File: src/rtl/proc_ctrl_fsm.sv
// Control unit for the ProjectB processor: sequences the PC, latches instructions
// into the IR and drives data memory, register file and ALU control lines.
module proc_ctrl_fsm #(
    parameter int unsigned INSTR_W  = 16,
    parameter int unsigned D_ADDR_W = 8,
    parameter int unsigned R_ADDR_W = 4
) (
    input  logic                clk,
    input  logic                clear_n,
    input  logic [INSTR_W-1:0]  instr,
    output logic                pc_clr,
    output logic                pc_up,
    output logic [INSTR_W-1:0]  ir,
    output logic [D_ADDR_W-1:0] d_addr,
    output logic                d_wr,
    output logic                rf_s,
    output logic [R_ADDR_W-1:0] rf_w_addr,
    output logic                rf_w_en,
    output logic [R_ADDR_W-1:0] rf_ra_addr,
    output logic [R_ADDR_W-1:0] rf_rb_addr,
    output logic [1:0]          alu_s,
    output logic [3:0]          state,
    output logic                halted
);

    localparam int unsigned OP_W  = 4;
    localparam int unsigned OP_LO = INSTR_W - OP_W;

    typedef enum logic [3:0] {
        S_INIT   = 4'd0,
        S_FETCH  = 4'd1,
        S_DECODE = 4'd2,
        S_NOOP   = 4'd3,
        S_LOADA  = 4'd4,
        S_LOADB  = 4'd5,
        S_STORE  = 4'd6,
        S_ADD    = 4'd7,
        S_SUB    = 4'd8,
        S_HALT   = 4'd9
    } state_e;

    localparam logic [OP_W-1:0] OP_NOOP  = 4'h0;
    localparam logic [OP_W-1:0] OP_STORE = 4'h1;
    localparam logic [OP_W-1:0] OP_LOAD  = 4'h2;
    localparam logic [OP_W-1:0] OP_ADD   = 4'h3;
    localparam logic [OP_W-1:0] OP_SUB   = 4'h4;
    localparam logic [OP_W-1:0] OP_HALT  = 4'h5;

    state_e          state_q;
    logic [OP_W-1:0] opcode;

    // Instruction fields: [op|Ra|d], [op|d|Rd], [op|Ra|Rb|Rd]
    logic [R_ADDR_W-1:0] fld_ra;
    logic [R_ADDR_W-1:0] fld_rb;
    logic [R_ADDR_W-1:0] fld_rd;
    logic [D_ADDR_W-1:0] fld_d_lo;
    logic [D_ADDR_W-1:0] fld_d_hi;

    assign opcode   = ir[INSTR_W-1 -: OP_W];
    assign fld_ra   = ir[OP_LO-1 -: R_ADDR_W];
    assign fld_rb   = ir[OP_LO-1-R_ADDR_W -: R_ADDR_W];
    assign fld_rd   = ir[R_ADDR_W-1:0];
    assign fld_d_lo = ir[D_ADDR_W-1:0];
    assign fld_d_hi = ir[OP_LO-1 -: D_ADDR_W];

    // State and IR registers; IR only loads in Fetch, alongside the PC increment
    always_ff @(posedge clk or negedge clear_n) begin
        if (!clear_n) begin
            state_q <= S_INIT;
            ir      <= '0;
        end else begin
            case (state_q)
                S_INIT:   state_q <= S_FETCH;
                S_FETCH: begin
                    state_q <= S_DECODE;
                    ir      <= instr;
                end
                S_DECODE: begin
                    case (opcode)
                        OP_NOOP:  state_q <= S_NOOP;
                        OP_STORE: state_q <= S_STORE;
                        OP_LOAD:  state_q <= S_LOADA;
                        OP_ADD:   state_q <= S_ADD;
                        OP_SUB:   state_q <= S_SUB;
                        OP_HALT:  state_q <= S_HALT;
                        default:  state_q <= S_NOOP;
                    endcase
                end
                S_NOOP:   state_q <= S_FETCH;
                S_LOADA:  state_q <= S_LOADB;
                S_LOADB:  state_q <= S_FETCH;
                S_STORE:  state_q <= S_FETCH;
                S_ADD:    state_q <= S_FETCH;
                S_SUB:    state_q <= S_FETCH;
                S_HALT:   state_q <= S_HALT;
                default:  state_q <= S_INIT;
            endcase
        end
    end

    // Moore decode: outputs depend only on the state and IR registers, so reset
    // takes effect on every output without waiting for a clock
    always_comb begin
        pc_clr     = 1'b0;
        pc_up      = 1'b0;
        d_addr     = '0;
        d_wr       = 1'b0;
        rf_s       = 1'b0;
        rf_w_addr  = '0;
        rf_w_en    = 1'b0;
        rf_ra_addr = '0;
        rf_rb_addr = '0;
        alu_s      = 2'b00;
        halted     = 1'b0;
        case (state_q)
            S_INIT:  pc_clr = 1'b1;
            S_FETCH: pc_up  = 1'b1;
            S_STORE: begin
                rf_ra_addr = fld_ra;
                d_addr     = fld_d_lo;
                alu_s      = 2'b00;
                d_wr       = 1'b1;
            end
            S_LOADA, S_LOADB: begin
                d_addr    = fld_d_hi;
                rf_s      = 1'b1;
                rf_w_addr = fld_rd;
                rf_w_en   = (state_q == S_LOADB);
            end
            S_ADD, S_SUB: begin
                rf_ra_addr = fld_ra;
                rf_rb_addr = fld_rb;
                alu_s      = (state_q == S_SUB) ? 2'b10 : 2'b01;
                rf_s       = 1'b0;
                rf_w_addr  = fld_rd;
                rf_w_en    = 1'b1;
            end
            S_HALT:  halted = 1'b1;
            default: ;
        endcase
    end

    assign state = 4'(state_q);

endmodule

File: config.mk
export PLATFORM = sky130hd
export DESIGN_NAME = proc_ctrl_fsm
export DESIGN_NICKNAME = d
export VERILOG_FILES = /design/src/rtl/proc_ctrl_fsm.sv
export SDC_FILE = /design/constraint.sdc
export NUM_CORES = 1
export LEC_CHECK = 0
export BUFFER_PORTS_ARGS = -buffer_cell sky130_fd_sc_hd__buf_2
export CAP_MARGIN = 0
export CORE_UTILIZATION = 40
export CTS_CLUSTER_SIZE = 10
export DETAILED_ROUTE_END_ITERATION = 8
export MAX_ROUTING_LAYER = met4
export PLACE_DENSITY = 0.75
export SKIP_CTS_REPAIR_TIMING = 1
export SKIP_LAST_GASP = 1
export SLEW_MARGIN = 20
export SYNTH_ARGS = -nofsm -noshare
export SYNTH_HDL_FRONTEND = slang
export SYNTH_SLANG_ARGS = --single-unit
File: constraint.sdc
create_clock -name clk -period 2.34 [get_ports clk]
set_clock_uncertainty 0.1 [all_clocks]
set_input_delay 0.117 -clock clk [delete_from_list [all_inputs] [get_ports clk]]
set_output_delay 0.117 -clock clk [all_outputs]
set_load 0.02 [all_outputs]
==> metrics <==
CP required=between 2 and 2.5 ns; Critical-path top delay cell=dfrtp_1; worst-path maximum fanout=16; CTS tree=done; Final Net Count=198; Hold Crit Class=in -> async; P&R area growth vs syn=52.5%; Sinks on Clock Net=20; Clock Latency Late Sink=0.30 ns; CP Cell Sequence=nand2b_1, nor2_2, a22o_1, buf_2; Starting Density=0.435; Slew HR=0.628; Setup TNS=0 ns; CP Launch Type=register; Placement Rows=18; Congestion Overflow GR=0; Final Critical Period=between 2 and 2.5 ns; Die X-Extent=~55 µm; post-synthesis register bit count=20; 1st-iter DRT viols=10; Synthesized Nets=approximately 110; Worst Setup Path Type=reg -> out; fin. max-slew vios=0; top cells by area, synth=dfrtp_1, mux2_2, a22o_1, and2_1, nand2b_1; routed vias/inst=between 5 and 6; Placement Cell Area=0.00146 mm²; Mapped Cells=96; cell taking the most area after synthesis=dfrtp_1; CP bufs+invs=1; synthesized area per cell=11.5 µm²; synthesized area=~0.0011 mm²; Die H=roughly 55 µm; CTS Buf Count=3; Detail Route Antenna Nets=0; RSZ-0062 raised after global routing=no; first-pass GRT wire length=roughly 4.2 mm; Cell Pwr Density=around 1300 mW/mm²; fin crit share=0.920; reg-to-reg slack, setup=about 0.60 ns; GPL Wtd Cong=~0.79; area share of the largest cell type after synthesis=0.452; pin slew with the least headroom to its limit=0.559 ns; design area=0.00169 mm²; max cap viols=0; sequential fraction of the synthesis area=0.452; CTS clock-pin slew for the worst setup and hold paths=0.12 ns; worst vdd ir=about 0.76 mV; final setup violation count=0; number of diodes=0; share of layout cells above drive strength 1=0.520; Setup WS post-layout=about 0.19 ns; GRT Total Usage=0.207; root buf cell=clkbuf_4; vias in the first global route=a little under 900; pre-CTS setup slack=between 0.5 and 0.6 ns; H-tree depth=1; I/O Pins=between 60 and 70; Max Clk Rate=0.465 GHz; Pre-Repair DR Iteration Count=6; drt wl/cell=between 15 and 20 µm; family with the most delay on the worst path=flip-flops; CP arrival=just under 2 ns; DR vias=about 1100; Netlist cell types=28; count of buffers from port buffering=65; die area=between 0.002 and 0.003 mm²; outcome=finished, final reports clean; initial antenna violation count=0; clock buffer depth=2; Syn. warnings=0; # DRC=0; CP max stage delay=0.72 ns; Final Hold Slack=between 0.2 and 0.25 ns; largest net degree at the start of global routing=21; FILL cells=approximately 200; Leak Pwr=~0.00086 µW; DP HPWL=between 2 and 2.5 mm; total wire length=roughly 3.2 mm; Core Box Area=0.00254 mm²; Fin. Hold Viols=0; Worst setup EP type=primary output
power breakdown:
part	internal, µW	switching (µW)	leakage [µW]
logic	552	626	0.000594
clock network	173	108	0.0000279
registers	516	270	0.000237
total	1240	1000	0.000859
Yosys cell counts:
cell,number
and3_1,1
mux2_2,16
nor2b_1,6
a211oi_1,1
a31o_2,1
a22o_1,8
xnor2_1,1
a31oi_1,1
or3b_2,1
o211ai_1,1
nand2b_1,6
nor2_1,3
nor4_1,1
buf_2,2
a221oi_1,1
nand3b_1,1
nor4bb_1,1
and2_1,8
dfrtp_1,20
o21ai_0,4
buf_6,1
or4_1,1
nor4b_2,1
clkbuf_1,2
nor4b_4,1
a21o_1,2
a21oi_1,2
nor2_2,2
routing by layer:
layer  GRT usage  wire length [µm]  vias up
met3      0.0333                86        2
li1            -                 -      518
met1       0.288              1300      525
met4      0.0769                14        0
met5           -                 0        -
met2       0.299              1750       23
cells by family after synthesis:
kind of cell    count (synthesis)  share of synthesized area
simple gates                   33                      0.212
flops                          20                      0.452
mux                            16                      0.163
xor+xnor                        1                    0.00792
compound gates                 21                      0.139
buf+inv                         5                     0.0260
sequential cells by signal (all words and copies together), names as in the netlist:
name / count
ir: 16
state: 4
area by class of cell:
class | instances | area [µm²] | area share
multi-input cells | 71 | 586 | 0.347
repair buffers | 84 | 510 | 0.303
flip-flops and latches | 20 | 500 | 0.297
well taps | 30 | 37.5 | 0.0223
clock inverters | 1 | 30.0 | 0.0178
clock buffers | 3 | 22.5 | 0.0134
per-stage QoR:
stage,cells,utilization,total power [µW]
CTS,192,0.592,2220
detailed placement,188,0.572,1940
finish,209,0.663,2250
global placement,188,0.572,1890
global route,209,0.663,2390
floorplan,96,-,1550
cells in the final DEF, fill, tap and decap left out:
cell type / n
a211oi_1: 1
a21o_1: 2
a21oi_1: 2
a221oi_1: 1
a22o_1: 8
a31o_2: 1
a31oi_1: 1
and2_1: 8
and3_1: 1
buf_2: 65
buf_4: 2
bufinv_16: 1
clkbuf_4: 3
dfrtp_1: 20
dlygate4sd3_1: 17
mux2_2: 16
nand2b_1: 6
nand3b_1: 1
nor2_1: 3
nor2_2: 2
nor2b_1: 6
nor4_1: 1
nor4b_4: 2
nor4bb_1: 1
o211ai_1: 1
o21ai_0: 4
or3b_2: 1
or4_1: 1
xnor2_1: 1
final timing paths:
path,start,endpoint,depth (start not counted)
worst max-delay path,state[1]$_DFF_PN0_,d_addr[6],4
worst min-delay path,clear_n,state[2]$_DFF_PN0_,2
worst max register to register,state[1]$_DFF_PN0_,state[3]$_DFF_PN0_,3
worst min register to register,ir[11]$_DFFE_PN0P_,ir[11]$_DFFE_PN0P_,1
max in group asynchronous,clear_n,ir[1]$_DFFE_PN0P_,2
min in group clk,ir[11]$_DFFE_PN0P_,ir[11]$_DFFE_PN0P_,1
(Power assumes the default switching activity.)
